==> config.mk <==
export PLATFORM = sky130hd
export DESIGN_NAME = addsub_seq_flat
export DESIGN_NICKNAME = d
export VERILOG_FILES = /design/src/rtl/addsub_seq_if.sv /design/src/rtl/addsub_seq.sv /design/src/flat_wrapper.sv
export SDC_FILE = /design/constraint.sdc
export NUM_CORES = 1
export LEC_CHECK = 0
export ABC_AREA = 1
export CORE_MARGIN = 10
export CORE_UTILIZATION = 50
export DETAILED_ROUTE_END_ITERATION = 7
export GPL_TIMING_DRIVEN = 1
export PLACE_DENSITY_LB_ADDON = 0.15
export SETUP_SLACK_MARGIN = 0.5
export SYNTH_ARGS = -nofsm -noshare
export SYNTH_HDL_FRONTEND = slang
export SYNTH_SLANG_ARGS = --single-unit
==> constraint.sdc <==
create_clock -name clk -period 3.8 [get_ports clk]
set_clock_uncertainty 0.15 [all_clocks]
set_input_delay 0.76 -clock clk [delete_from_list [all_inputs] [get_ports clk]]
set_output_delay 0.76 -clock clk [all_outputs]
set_load 0.005 [all_outputs]
==> src/rtl/addsub_seq_if.sv <==
`default_nettype none
// ============================================================================
// Module      : addsub_seq_if
// Description : Operand/result handshake bundle for addsub_seq.
//               Producer side: in_valid/in_ready, sub, x, y, cin.
//               Consumer side: out_valid/out_ready, z, cout, ovf, zero.
//               slave  modport : the adder/subtractor itself.
//               master modport : whoever drives operands and takes results.
// Revision    : 1.0 - initial release
// ============================================================================
interface addsub_seq_if #(
  parameter int WIDTH = 32
);
  logic             in_valid;
  logic             in_ready;
  logic             sub;
  logic [WIDTH-1:0] x;
  logic [WIDTH-1:0] y;
  logic             cin;
  logic             out_valid;
  logic             out_ready;
  logic [WIDTH-1:0] z;
  logic             cout;
  logic             ovf;
  logic             zero;

  modport master (
    output in_valid, sub, x, y, cin, out_ready,
    input  in_ready, out_valid, z, cout, ovf, zero
  );

  modport slave (
    input  in_valid, sub, x, y, cin, out_ready,
    output in_ready, out_valid, z, cout, ovf, zero
  );
endinterface
`default_nettype wire

==> src/rtl/addsub_seq.sv <==
`default_nettype none
// ============================================================================
// Module      : addsub_seq
// Description : Multi-cycle adder/subtractor, SLICE bits per clock with a
//               registered carry between slices. Computes x + y + cin or
//               x - y - cin over WIDTH/SLICE cycles and reports carry/borrow,
//               signed overflow and zero flags.
// Ports       : clk   - rising-edge clock
//               rst_n - asynchronous active-low reset
//               flush - synchronous abort back to IDLE (highest priority)
//               bus   - addsub_seq_if.slave operand/result handshakes
// Revision    : 1.0 - initial release
// ============================================================================
module addsub_seq #(
  parameter int WIDTH = 32,
  parameter int SLICE = 8
) (
  input  wire         clk,
  input  wire         rst_n,
  input  wire         flush,
  addsub_seq_if.slave bus
);

  localparam int NSTEP = WIDTH / SLICE;
  localparam int KW    = (NSTEP > 1) ? $clog2(NSTEP) : 1;

  typedef enum logic [1:0] {
    ST_IDLE = 2'd0,
    ST_RUN  = 2'd1,
    ST_DONE = 2'd2
  } state_t;

  state_t           state_q, state_d;
  logic [WIDTH-1:0] xa_q, xa_d;
  logic [WIDTH-1:0] ya_q, ya_d;    // y, already inverted for subtract
  logic             sub_q, sub_d;
  logic             c_q, c_d;      // carry between slices
  logic [KW-1:0]    k_q, k_d;      // current slice index
  logic [WIDTH-1:0] z_q, z_d;
  logic             cout_q, cout_d;
  logic             ovf_q, ovf_d;
  logic             zero_q, zero_d;

  // Slice datapath
  logic [31:0]      base_w;
  logic [SLICE-1:0] xs_w;
  logic [SLICE-1:0] ys_w;
  logic [SLICE:0]   sum_w;
  logic             cmsb_w;

  assign base_w = 32'(k_q) * 32'(SLICE);
  assign xs_w   = xa_q[base_w +: SLICE];
  assign ys_w   = ya_q[base_w +: SLICE];
  assign sum_w  = {1'b0, xs_w} + {1'b0, ys_w} + {{SLICE{1'b0}}, c_q};
  // Carry into the top bit of the slice, recovered from the sum bit: on the
  // last slice this is the carry into bit WIDTH-1 used for signed overflow.
  assign cmsb_w = xs_w[SLICE-1] ^ ys_w[SLICE-1] ^ sum_w[SLICE-1];

  always_comb begin
    state_d = state_q;
    xa_d    = xa_q;
    ya_d    = ya_q;
    sub_d   = sub_q;
    c_d     = c_q;
    k_d     = k_q;
    z_d     = z_q;
    cout_d  = cout_q;
    ovf_d   = ovf_q;
    zero_d  = zero_q;

    case (state_q)
      ST_IDLE: begin
        if (bus.in_valid) begin
          // Subtract is x + ~y + ~cin, so borrow-in becomes an inverted carry.
          xa_d    = bus.x;
          ya_d    = bus.sub ? ~bus.y : bus.y;
          sub_d   = bus.sub;
          c_d     = bus.cin ^ bus.sub;
          k_d     = '0;
          state_d = ST_RUN;
        end
      end
      ST_RUN: begin
        z_d[base_w +: SLICE] = sum_w[SLICE-1:0];
        c_d = sum_w[SLICE];
        if (k_q == KW'(NSTEP - 1)) begin
          cout_d  = sum_w[SLICE] ^ sub_q;   // borrow is the inverted carry
          ovf_d   = sum_w[SLICE] ^ cmsb_w;
          zero_d  = (z_d == '0);
          k_d     = '0;
          state_d = ST_DONE;
        end else begin
          k_d = k_q + 1'b1;
        end
      end
      ST_DONE: begin
        if (bus.out_ready) begin
          state_d = ST_IDLE;
        end
      end
      default: state_d = ST_IDLE;
    endcase

    if (flush) begin
      state_d = ST_IDLE;
    end
  end

  always_ff @(posedge clk or negedge rst_n) begin
    if (!rst_n) begin
      state_q <= ST_IDLE;
      xa_q    <= '0;
      ya_q    <= '0;
      sub_q   <= 1'b0;
      c_q     <= 1'b0;
      k_q     <= '0;
      z_q     <= '0;
      cout_q  <= 1'b0;
      ovf_q   <= 1'b0;
      zero_q  <= 1'b0;
    end else begin
      state_q <= state_d;
      xa_q    <= xa_d;
      ya_q    <= ya_d;
      sub_q   <= sub_d;
      c_q     <= c_d;
      k_q     <= k_d;
      z_q     <= z_d;
      cout_q  <= cout_d;
      ovf_q   <= ovf_d;
      zero_q  <= zero_d;
    end
  end

  assign bus.in_ready  = (state_q == ST_IDLE);
  assign bus.out_valid = (state_q == ST_DONE);
  assign bus.z         = z_q;
  assign bus.cout      = cout_q;
  assign bus.ovf       = ovf_q;
  assign bus.zero      = zero_q;

endmodule
`default_nettype wire

==> src/flat_wrapper.sv <==
// flat-port wrapper written by rule: the top's interface ports become plain ports
module addsub_seq_flat 
#(
  parameter int WIDTH = 32,
  parameter int SLICE = 8
)
  (clk, rst_n, flush, bus_in_valid, bus_sub, bus_x, bus_y, bus_cin, bus_out_ready, bus_in_ready, bus_out_valid, bus_z, bus_cout, bus_ovf, bus_zero);
  addsub_seq_if #(.WIDTH(WIDTH)) bus_i ();
  input  wire clk;
  input  wire rst_n;
  input  wire flush;
  input wire logic [$bits(bus_i.in_valid)-1:0] bus_in_valid;
  input wire logic [$bits(bus_i.sub)-1:0] bus_sub;
  input wire logic [$bits(bus_i.x)-1:0] bus_x;
  input wire logic [$bits(bus_i.y)-1:0] bus_y;
  input wire logic [$bits(bus_i.cin)-1:0] bus_cin;
  input wire logic [$bits(bus_i.out_ready)-1:0] bus_out_ready;
  output wire logic [$bits(bus_i.in_ready)-1:0] bus_in_ready;
  output wire logic [$bits(bus_i.out_valid)-1:0] bus_out_valid;
  output wire logic [$bits(bus_i.z)-1:0] bus_z;
  output wire logic [$bits(bus_i.cout)-1:0] bus_cout;
  output wire logic [$bits(bus_i.ovf)-1:0] bus_ovf;
  output wire logic [$bits(bus_i.zero)-1:0] bus_zero;
  assign bus_i.in_valid = bus_in_valid;
  assign bus_i.sub = bus_sub;
  assign bus_i.x = bus_x;
  assign bus_i.y = bus_y;
  assign bus_i.cin = bus_cin;
  assign bus_i.out_ready = bus_out_ready;
  assign bus_in_ready = bus_i.in_ready;
  assign bus_out_valid = bus_i.out_valid;
  assign bus_z = bus_i.z;
  assign bus_cout = bus_i.cout;
  assign bus_ovf = bus_i.ovf;
  assign bus_zero = bus_i.zero;
  addsub_seq #(.WIDTH(WIDTH), .SLICE(SLICE)) u_core (.clk(clk), .rst_n(rst_n), .flush(flush), .bus(bus_i));
endmodule
== Yosys cells after proc, flatten, opt, wreduce, memory -nomap -nowiden ==
Index checks and enable logic that the tools add are counted.
W data, S select, Z words.

* Logic and storage cells: 50
* Register bits: 105
* Output and inout bits: 37
* Input bits: 71

* Mux-type cells: 12
* Shift operators: 4
* Bitwise logic cells: 6
* Reduce and logical (&&, ||, !) cells: 7
* Equality and inequality tests: 7
* $add $sub $neg: 4

{| class="wikitable"
|+ Operators with widths
! kind !! number
|-
| $shiftx A32 B6 Y8 || 2
|-
| $neg A5 Y34 || 1
|-
| $shift A8 B34 Y32 const A || 1
|-
| $shiftx A8 B34 Y32 || 1
|-
| $bwmux W32 || 1
|-
| $logic_not A32 Y1 || 1
|-
| $mux W32 || 1
|-
| $not A32 Y32 || 1
|-
| $mux W2 || 6
|-
| $add A8 B8 Y9 || 1
|-
| $add A9 B1 Y9 || 1
|-
| $ne A3 B3 Y1 const B || 2
|-
| $pmux W2 S3 || 1
|-
| $reduce_and A2 Y1 || 3
|-
| $xor A1 B1 Y1 || 5
|-
| $eq A2 B2 Y1 const B || 2
|-
| $pmux W2 S2 || 1
|-
| $ne A3 B2 Y1 const B || 1
|-
| $reduce_and A3 Y1 || 1
|-
| $add A2 B1 Y2 const B || 1
|-
| $eq A2 B1 Y1 const B || 1
|-
| $logic_not A2 Y1 || 1
|-
| $ne A2 B2 Y1 const B || 1
|-
| $pmux W1 S2 || 1
|-
| 2 further kinds || 2
|}

== Depth between registers and ports, before layout ==
Gate-level depths: netlist of the first run.

* Depth after elaboration: 6
* Gate-level depth with buffers: 22
* Depth with buffers taken out: 20

== Least setup slack after synthesis of the first run ==
Ideal clock, no wire load.

* Kind: register to register
* From: reg u_core.k_q[0]
* To: reg u_core.zero_q (netlist: u_core.bus.zero)
* Setup time: 116 ps
* Clock period less this slack: 3116 ps
* Cell stages (with the launch flop): 21
* Data arrival time: 2849 ps
* Buffers on the path: 3
* Required time: 3534 ps
* Slack: 684 ps
* Cell sequence: dfrtp_1 > buf_2 > buf_2 > buf_2 > nor2_1 > o22ai_1 > fa_1 > inv_1 > fa_1 > nor2_1 > nand2_1 > o21ai_0 > nor2_1 > nand2_1 > nor2_1 > nand3_1 > nor2_1 > nand3_1 > nor2_1 > nand2_1 > nand2_1

* Longest elaborated chain between the ends: 6
* Elaborated cells on any way between the ends: 11
* Classes of those cells: 3 x add/sub; 1 x eq/ne; 4 x shift; 1 x mux; 2 x reduce/logical

{| class="wikitable"
|+ Ends and longest elaborated chain
! element !! line !! source
|-
| from (decl) || addsub_seq.sv:38 || <nowiki>logic [KW-1:0] k_q, k_d;</nowiki>
|-
| from (signal assigned) || addsub_seq.sv:127 || <nowiki>k_q <= k_d;</nowiki>
|-
| $shiftx A32 B6 Y8 (on tied branches) || addsub_seq.sv:52, addsub_seq.sv:53 ||
|-
| $add A8 B8 Y9 || addsub_seq.sv:54 || <nowiki>assign sum_w = {1'b0, xs_w} + {1'b0, ys_w} + {{SLICE{1'b0}}, c_q};</nowiki>
|-
| $add A9 B1 Y9 || addsub_seq.sv:54 ||
|-
| $shiftx A8 B34 Y32 || addsub_seq.sv:84 || <nowiki>z_d[base_w +: SLICE] = sum_w[SLICE-1:0];</nowiki>
|-
| $bwmux W32 || addsub_seq.sv:84 ||
|-
| $logic_not A32 Y1 || addsub_seq.sv:89 || <nowiki>zero_d = (z_d == '0);</nowiki>
|-
| to (signal assigned) || addsub_seq.sv:131 || <nowiki>zero_q <= zero_d;</nowiki>
|-
| to (decl) || addsub_seq.sv:42 || <nowiki>logic zero_q, zero_d;</nowiki>
|}

Several ways; a longest one is shown, not always the timed one.
A chain may end at the register's enable or synchronous reset.

== Worst setup path after layout of the first run ==
Ends and elaborated chain as after synthesis.

==> reports/results.txt, run 1 <==
Final Hold Fails - 0
FMAX - 325 MHz
total global routing overflow - 0
reg2reg start - u_core.k_q[0]
initial antenna violation count - 0
status - completed
WS Path Type - reg -> reg
WP data arrival - 3210 ps
Routability Congestion - 0.955
Syn Area/Cell - 7.67 µm²
Rows - 38
CP Data Required Time - 3940 ps
final worst-path cycle share - 0.808
crit-path max FO - 23
Synth Instances - 743
Final setup viols - 0
LEAKAGE - 0.00335 µW
core area - 11000 µm²
Die Area - 16100 µm²
largest net degree at the start of global routing - 90
Yosys warning total - 0
drt initial violations - 483
share of layout cells above drive strength 1 - 0.0653
clk_lat worst skew - 350 ps
footprint of the multi-input gates - 2740 µm²
setup TNS - 0 ps
HP Start - u_core.xa_q[13]
Initial Utilization - 0.519
Slew @ Worst Pin - 1100 ps
Synth Register Bits - 105
All-Layer GR Usage - 0.201
Cell variety after synth - 35
Die Height - 127 µm
I/O Buffers - 107
routed len/inst - 16.5 µm
Remaining DRCs - 0
Cell Area, Synth - 5700 µm²
IO Pins - 108
global-route wire length before repair - 26.9 mm
FF-to-FF path depth - 18
Syn Nets - 829
Slew headroom - 0.264
Clk Tree Root Cell - clkbuf_16
clk slew on worst S/H paths - 80 ps
Ant. Diodes - 0
startpoint types - register
unrepaired setup endpoints after global routing - false
vias in the first global route - 5216
ANT nets after route - 0
clk sink count - 105
Post-Place Cells - 965
Final Non-Filler Cells - 982
clock buffer depth - 2
Max-cap violations - 0
Slew Limit Fails - 0
vias per cell - 5.34
Num CTS Buffers - 9
vias post-DR - 5244
Power Density - 761 nW/µm²
worst hold endpoint - u_core.xa_q[13]
Worst Hold Class - reg -> reg
hpwl dp - 12.4 mm
drt total wl - 16.2 mm
worst reg2reg endpoint - u_core.bus.zero
Cells on Worst Hold Path - 2
Fill cells - 965
TritonCTS clock tree - done
FF/Latch Area - 2630 µm²
Max VDD drop - 0.412 mV
Worst Setup End Kind - register
Final #Nets - 923
final hold slack - 328 ps
Synth-to-Final Area Change - 26.6%
r2r setup slk - 730 ps
htree depth - 3
Seq/Total Area, Yosys - 0.461
first-pass iteration count of the detailed router - 5
die width - 127 µm
minimum clock period - 3070 ps
==> cells by family (layout without fill, tap and decap cells) <==
logic type | after synthesis | after routing | synth area share
AOI/OAI and AO/OA | 131 | 131 | 0.127
and+or+nand+nor | 368 | 368 | 0.262
xor gates and xnor gates | 34 | 34 | 0.0522
adders and majority gates | 15 | 15 | 0.0356
buffers and inverters | 90 | 189 | 0.0621
DFF | 105 | 105 | 0.461
==> layer usage <==
layer,global-route usage,share of wire,vias up,routed length [µm]
li1,-,-,2578,-
met1,0.252,0.44,2444,7100
met2,0.333,0.48,186,7790
met3,0.0346,0.049,36,797
met4,0.0871,0.032,0,522
met5,0,0,-,0
==> registers in the layout (all words and copies together), names as in the netlist <==
signal           flops
u_core.sub_q         1
u_core.bus.zero      1
u_core.xa_q         32
u_core.k_q           2
u_core.bus.cout      1
u_core.bus.z        32
u_core.bus.ovf       1
u_core.c_q           1
u_core.state_q       2
u_core.ya_q         32
==> synthesized netlist by cell type <==
cell type,number,area share
nand2_1,249,0.16
dfrtp_1,105,0.46
o21ai_0,89,0.078
nor2_1,72,0.047
inv_1,45,0.030
xnor2_1,33,0.051
nand3_1,22,0.019
clkbuf_1,21,0.014
o22ai_1,15,0.016
buf_2,13,0.011
ha_1,13,0.029
nand4_1,13,0.014
a31oi_1,10,0.011
inv_2,8,0.0053
a21oi_1,7,0.0061
nand2_2,3,0.0033
a32oi_1,2,0.0031
clkinv_1,2,0.0013
fa_1,2,0.0070
nand2_4,2,0.0040
nand3_2,2,0.0035
o21ai_1,2,0.0018
a21boi_1,1,0.0013
a21oi_2,1,0.0015
a21oi_4,1,0.0029
a32o_1,1,0.0018
buf_1,1,0.00066
nand3b_1,1,0.0013
nor2_2,1,0.0011
nor2_4,1,0.0020
o21a_1,1,0.0013
o221ai_1,1,0.0015
or2_0,1,0.0011
or2_1,1,0.0011
xor2_1,1,0.0015
==> through the flow <==
stage / cell area (µm²) / worst slack [ps] / util / total power [µW]
after floorplan: 5700 / 684 / - / 3450
after global placement: 6880 / 761 / 0.627 / 4470
after detailed placement: 6880 / 673 / 0.627 / 4510
after CTS: 7170 / 658 / 0.653 / 5430
after global routing: 7220 / 502 / 0.657 / 5940
final: 7220 / 728 / 0.657 / 5500
==> layout make-up <==
type,count,area share
inverter,55,0.0295
multi-input combinational,548,0.379
clock buffer,10,0.0331
clock inverter,6,0.00676
sequential,105,0.364
timing repair buffer,118,0.163
tap,140,0.0243
==> worst max path at each step <==
stage                   from              end  slack (ps)  depth (start not counted)
4_1_cts        u_core.k_q[0]  u_core.bus.zero         660                         18
5_1_grt        u_core.k_q[0]  u_core.bus.zero         500                         19
2_1_floorplan  u_core.k_q[0]  u_core.bus.zero         680                         20
3_3_place_gp   u_core.k_q[0]  u_core.bus.zero         760                         18
3_5_place_dp   u_core.k_q[0]  u_core.bus.zero         670                         18
6_report       u_core.k_q[0]  u_core.bus.zero         730                         18
==> where the power goes <==
group / total [µW] / leakage, µW / switching [µW] / internal [µW]
combinational: 2980 / 0.00189 / 1820 / 1160
clock: 906 / 0.000144 / 435 / 471
sequential: 1610 / 0.00131 / 212 / 1400
==> critical path, stage by stage (launching register included) <==
cell and delay (ps):
dfrtp_2 430, buf_4 270, nand2_1 100, a32oi_1 340, inv_1 120, fa_1 440
inv_1 90, nand2_1 70, nand2_1 90, nor2_1 100, nand2_1 80, o21ai_0 100
nor2_1 120, nand3_1 80, nor2_1 90, nand3_1 90, nor2_1 130, nand2_1 60
nand2_1 50
==> repair_timing <==
item,4_1_cts,5_1_grt
hold buffers,0,0
setup endpoints to repair,0,2
setup buffers,0,1
gates resized for setup,0,15
==> cells in the final DEF, fill, tap and decap left out, types with 2 or more instances in the layout <==
| cell type | instances |
|---|---|
| nand2_1 | 248 |
| inv_2 | 7 |
| nand3_1 | 22 |
| buf_12 | 2 |
| buf_6 | 2 |
| a32oi_1 | 2 |
| buf_4 | 8 |
| nor2_2 | 2 |
| nand3_2 | 2 |
| dfrtp_1 | 104 |
| inv_1 | 45 |
| clkinv_4 | 2 |
| o21ai_0 | 86 |
| o22ai_1 | 14 |
| nor2_1 | 71 |
| a21oi_1 | 7 |
| nand2_4 | 2 |
| ha_1 | 12 |
| nand4_1 | 13 |
| inv_6 | 3 |
| clkdlybuf4s50_1 | 105 |
| clkbuf_16 | 9 |
| xnor2_1 | 33 |
| a31oi_1 | 10 |
| o21ai_1 | 5 |
| nand2_2 | 4 |
(Power assumes the default switching activity.)
==> run 2: changes to the inputs <==
clock period = 3.14 ns   (was 3.8 ns; I/O delays follow)
==> run 2 against run 1 <==
Compared with the run above: critical path depth increased by 2; maximum frequency up 4.4%; core utilization is 2.6 points higher; die area stayed put; count of clock-buffer cells in the layout is the same; cell count rose by 1.3%; register-to-register slack worse by 530 ps; sequential share of layout area is 1.4 points lower; critical path type unchanged; critical endpoint unchanged.
==> reports/results.txt, run 2 (synthesis gave the netlist of run 1 again) <==
Area after DPL - 6930 µm² (+0.76%)
vias per cell - 5.35 (+0.20%)
Remaining DRCs - 0 (unchanged)
minimum clock period - 2940 ps (-129 ps)
Slew headroom - 0.377 (+0.113)
LEAKAGE - 0.00345 µW (+3.2%)
P_int - 3940 µW (+30%)
Num CTS Buffers - 9 (unchanged)
total global routing overflow - 0 (unchanged)
Final #Nets - 936 (+1.4%)
met3 routed WL - 860 µm (+7.9%)
startpoint types - register
Routability Congestion - 0.932 (-2.4%)
status - completed
All-Layer GR Usage - 0.199 (-0.00217)
first-pass iteration count of the detailed router - 5 (unchanged)
Clk Tree Root Cell - clkbuf_16
htree depth - 3 (unchanged)
Ant. Diodes - 0 (unchanged)
met2 wire length - 8.24 mm (+5.8%)
sw frac - 0.451 (+0.00178)
CP Data Required Time - 3290 ps (-650 ps)
Place WS - 42.0 ps (-631 ps)
max layer used - met4
clock buffer depth - 2 (unchanged)
Max VDD drop - 0.580 mV (+41%)
vias post-DR - 5324 (+1.5%)
Net Sw Power - 3230 µW (+31%)
Die Height - 127 µm (unchanged)
die width - 127 µm (unchanged)
final worst-path cycle share - 0.937 (+0.129)
slowest cell delay on critical path - 480 ps (+40 ps)
FMAX - 340 MHz (+4.4%)
Final Hold Fails - 0 (unchanged)
global-route wire length before repair - 26.3 mm (-2.2%)
I/O Buffers - 107 (unchanged)
Slew @ Worst Pin - 935 ps (-170 ps)
Max stage delay cell, worst path - dfrtp_2
largest net degree at the start of global routing - 100 (+11%)
drt initial violations - 452 (-6.4%)
setup TNS - 0 ps (unchanged)
crit-path max FO - 23 (unchanged)
Final Cell Area - 7500 µm² (+3.9%)
share of layout cells above drive strength 1 - 0.117 (+0.0516)
Synth-to-Final Area Change - 31.6%
WP data arrival - 3090 ps (-120 ps)
clk sink count - 105 (unchanged)
Slew Limit Fails - 0 (unchanged)
commonest non-fill, non-tap cell in the layout - nand2_1
Logic pwr share - 0.571 (+0.029)
Power Density - 956 nW/µm² (+26%)
Worst Hold Class - in -> async
Worst Setup End Kind - register
WL met1 - 7.07 mm (-0.46%)
WS Path Type - reg -> reg
core area - 11000 µm² (unchanged)
hpwl dp - 12.4 mm (about the same)
unrepaired setup endpoints after global routing - true
CP Cell Sequence - buf_12 -> nor2_1 -> o22ai_2 -> fa_2 -> inv_2 -> fa_2 -> inv_1 -> nand2_1 -> nand2_1 -> nand3_1 -> nand2_2 -> nand2_1 -> nand2_1 -> inv_1 -> nand3_1 -> nor2_2 -> nand3_1 -> nor2_1 -> nand2_1 -> nand2_1
Initial Utilization - 0.519 (unchanged)
post-route setup slack - 197 ps (-531 ps)
most frequent cells in the layout - nand2_1 (242), clkdlybuf4s50_1 (105), dfrtp_1 (104)
ANT nets after route - 0 (unchanged)
clk slew on worst S/H paths - 70 ps (about the same)
routed len/inst - 16.7 µm (+1.2%)
IO Pins - 108 (unchanged)
sequential share of power - 0.273 (-0.020)
initial antenna violation count - 0 (unchanged)
Rows - 38 (unchanged)
drt total wl - 16.6 mm (+2.5%)
Die Area - 16100 µm² (unchanged)
clk_lat worst skew - 350 ps (about the same)
Final setup viols - 0 (unchanged)
Fill cells - 871 (-9.7%)
crit-path most repeated cell - nand2_1
vias in the first global route - 5180 (-0.69%)
Max-cap violations - 0 (unchanged)
clock network power share - 0.156 (-0.009)
TritonCTS clock tree - done
run 2: cell types whose count changed in the layout (fill, tap and decap cells not counted), sizes merged:
cell | before | now
buf | 13 | 26
run 2: cell type report:
class | count | area, µm² | share of cell area
inverters | 55 | 209 | 0.0279
flip-flops and latches | 105 | 2630 | 0.350
clock buffers | 10 | 239 | 0.0319
well taps | 140 | 175 | 0.0234
multi-input cells | 548 | 2890 | 0.386
repair buffers | 131 | 1310 | 0.174
clock inverters | 6 | 47.5 | 0.00634
run 2: metal layers:
layer / up-vias / track usage
met5: - / 0
met4: 0 / 0.0871
met3: 36 / 0.0346
met2: 197 / 0.333
met1: 2486 / 0.246
li1: 2605 / -
run 2: power by group through the flow:
stage	sequential [µW]	combinational (µW)	clock (µW)
2_1_floorplan	1920	2300	0
3_3_place_gp	1960	3440	0
3_5_place_dp	1970	3530	0
4_1_cts	1950	3720	1120
5_1_grt	1990	4500	1170
6_report	1960	4100	1120
run 2: repair_timing:
item                       in CTS  in global routing
resized for setup              20                 35
pin swaps                       5                 10
hold buffers                    0                  0
buffers inserted                8                  3
setup endpoints to repair      12                 28
run 2: final timing paths:
| check | start | to | slack [ps] | cells past startpoint |
|---|---|---|---|---|
| setup / recovery | u_core.k_q[0] | u_core.bus.zero | 200 | 20 |
| hold / removal | rst_n | u_core.bus.z[28] | 70 | 1 |
| setup reg to reg | u_core.k_q[0] | u_core.bus.zero | 200 | 20 |
| hold reg to reg | u_core.xa_q[16] | u_core.xa_q[16] | 330 | 2 |
| max in group asynchronous | rst_n | u_core.k_q[1] | 2090 | 2 |
| min in group clk | u_core.xa_q[16] | u_core.xa_q[16] | 330 | 2 |
run 2: worst max-delay path, delay by kind of cell (launching register included):
kind                       cells  cell delay [ps]
and+or+nand+nor               13             1190
DFF                            1              480
AOI/OAI and AO/OA              1               90
buffers and inverters          4              420
adders and majority gates      2              560
run 2: stage by stage:
step | total power (µW) | cells | util | hold slack, ps
floorplan | 4220 | 743 | - | 182
global placement | 5400 | 968 | 0.631 | 314
detailed placement | 5490 | 968 | 0.631 | 312
CTS | 6790 | 992 | 0.670 | 92.0
global route | 7670 | 995 | 0.683 | 106
finish | 7170 | 995 | 0.683 | 67.8
==> run 3: changes to the inputs <==
--- a/config.mk
+++ b/config.mk
@@ -12,4 +12,5 @@
 export GPL_TIMING_DRIVEN = 1
 export PLACE_DENSITY_LB_ADDON = 0.15
+export REMOVE_ABC_BUFFERS = 1
 export SETUP_SLACK_MARGIN = 0.5
 export SYNTH_ARGS = -nofsm -noshare
==> constraint.sdc (replaced) <==
create_clock -name clk -period 3.14 [get_ports clk]
set_clock_uncertainty 0.15 [all_clocks]
set_input_delay 0.471 -clock clk [delete_from_list [all_inputs] [get_ports clk]]
set_output_delay 0.471 -clock clk [all_outputs]
set_load 0.005 [all_outputs]
==> run 3 against run 2 <==
Compared with the run above: power up 6.3%; register-to-register slack better by 20 ps; count of clock-buffer cells in the layout up 2; wire length up 0.72%; sequential share of layout area down 0.97 points; first-iteration DRC count up 2.0%; sequential power about the same; combinational power up 12%; hold slack worse by 85 ps; core utilization up 2.0 points; the flow now finishes with violations (negative hold slack); setup slack better by 21 ps; cell area up 2.9%.
==> reports/results.txt, run 3 (synthesis gave the netlist of run 1 again) <==
core area - 11000 µm² (unchanged)
crit-path max FO - 8 (-65%)
All-Layer GR Usage - 0.203 (+0.00466)
final worst-path cycle share - 0.931 (-0.00658)
Slew headroom - 0.341 (-0.0355)
Die Area - 16100 µm² (unchanged)
crit-path most repeated cell - nor2_1
Hold Buf Count CTS - 0 (unchanged)
I/O Buffers - 107 (unchanged)
first-pass iteration count of the detailed router - 5 (unchanged)
Num CTS Buffers - 9 (unchanged)
Final setup viols - 0 (unchanged)
slowest cell delay on critical path - 510 ps (+30 ps)
drt total wl - 16.7 mm (+0.72%)
clk_lat worst skew - 350 ps (about the same)
Synth-to-Final Area Change - 35.4%
Slew @ Worst Pin - 988 ps (+53.2 ps)
Slew Limit Fails - 0 (unchanged)
htree depth - 3 (unchanged)
Worst Setup End Kind - register
FMAX - 342 MHz (+0.71%)
Remaining DRCs - 0 (unchanged)
clk sink count - 105 (unchanged)
routed len/inst - 16.7 µm (-0.28%)
ANT nets after route - 0 (unchanged)
setup TNS - 0 ps (unchanged)
Ant. Diodes - 0 (unchanged)
status - complete, but fails checks
unrepaired setup endpoints after global routing - true
Max-cap violations - 0 (unchanged)
Worst Hold Class - in -> async
die width - 127 µm (unchanged)
WP data arrival - 3020 ps (-70 ps)
CP Cell Sequence - clkinv_4 -> o21ai_2 -> o22ai_2 -> fa_2 -> inv_2 -> fa_2 -> nor2_4 -> nand2_2 -> o21ai_2 -> nor2_1 -> nand2_1 -> nor2_1 -> nand3_1 -> nor2_1 -> nand3_1 -> nor2_1 -> nand2_1 -> nand2_1
vias in the first global route - 5447 (+5.2%)
largest net degree at the start of global routing - 100 (unchanged)
Initial Utilization - 0.519 (unchanged)
Final #Nets - 946 (+1.1%)
clk slew on worst S/H paths - 70 ps (about the same)
Die Height - 127 µm (unchanged)
Max VDD drop - 0.508 mV (-12%)
WS Path Type - reg -> reg
WP buf/inv - 2 (-2)
IO Pins - 108 (unchanged)
drt initial violations - 461 (+2.0%)
vias per cell - 5.37 (+0.36%)
initial antenna violation count - 0 (unchanged)
Post-Place Cells - 965 (-0.31%)
most frequent cells in the layout - nand2_1 (235), clkdlybuf4s50_1 (105), dfrtp_1 (103)
share of layout cells above drive strength 1 - 0.149 (+0.0322)
commonest non-fill, non-tap cell in the layout - nand2_1
fin util - 0.703 (+0.0198)
Max stage delay cell, worst path - dfrtp_2
Clk Tree Root Cell - clkbuf_16
Final Hold Fails - 8 (+8)
clock buffer depth - 2 (unchanged)
global-route wire length before repair - 27.2 mm (+3.4%)
Top delay family on crit path - adder cells
Rows - 38 (unchanged)
LEAKAGE - 0.00353 µW (+2.2%)
final hold slack - -17.2 ps (-85.0 ps)
total global routing overflow - 0 (unchanged)
TritonCTS clock tree - done
Final Non-Filler Cells - 1005 (+1.0%)
Routability Congestion - 0.972 (+4.3%)
CP Data Required Time - 3230 ps (-60 ps)
startpoint types - register
hpwl dp - 12.1 mm (-2.4%)
vias post-DR - 5397 (+1.4%)
Power Density - 988 nW/µm² (+3.3%)
failing checks - negative hold slack
minimum clock period - 2920 ps (-20.6 ps)
run 3: cell type report:
type | count | area (µm²)
multi-input cells | 548 | 3000
clock inverters | 4 | 28.8
inverters | 55 | 213
repair inverters | 1 | 11.3
flip-flops and latches | 105 | 2630
fillers | 898 | 3260
clock buffers | 12 | 246
repair buffers | 140 | 1420
well taps | 140 | 175
run 3: power breakdown:
part           switching, µW  internal (µW)  leakage, µW
Combinational           2580           2000      0.00209
Sequential               283           1690      0.00131
Clock                    509            561     0.000129
run 3: path summary, 6_finish.rpt:
kind / from / end / slack [ps] / cells past startpoint
setup / recovery: u_core.k_q[0] / u_core.bus.zero / 220 / 18
hold / removal: rst_n / u_core.bus.z[29] / -20 / 1
setup reg to reg: u_core.k_q[0] / u_core.bus.zero / 220 / 18
hold reg to reg: u_core.ya_q[19] / u_core.ya_q[19] / 330 / 2
max in group asynchronous: rst_n / u_core.k_q[0] / 2120 / 2
min in group clk: u_core.ya_q[19] / u_core.ya_q[19] / 330 / 2
run 3: worst reg2reg max path, cell delays in order, from the launching register on:
cell and delay, ps:
dfrtp_2 510, clkinv_4 130, o21ai_2 150, o22ai_2 90, fa_2 400, inv_2 70
fa_2 440, nor2_4 130, nand2_2 80, o21ai_2 140, nor2_1 50, nand2_1 60
nor2_1 40, nand3_1 80, nor2_1 40, nand3_1 80, nor2_1 60, nand2_1 60
nand2_1 40
run 3: stage by stage:
stage | area, µm² | power [µW] | setup slack, ps
after floorplan | 5550 | 4120 | -730
after global placement | 6910 | 5430 | 100
after detailed placement | 6910 | 5460 | 81.3
after CTS | 7370 | 6840 | 260
after global routing | 7720 | 8220 | 59.9
final | 7720 | 7620 | 218
run 3: layer usage:
metal,vias to the layer above,routed length (µm),global-route usage
li1,2624,-,-
met1,2571,7050,0.244
met2,171,8460,0.347
met3,31,778,0.0383
met4,0,463,0.0911
met5,-,0,0
run 3: repair_timing:
action	in CTS	in global routing
buffers inserted	11	10
resized for setup	29	78
gates cloned	0	3
setup endpoints to repair	23	28
pin swaps	10	28
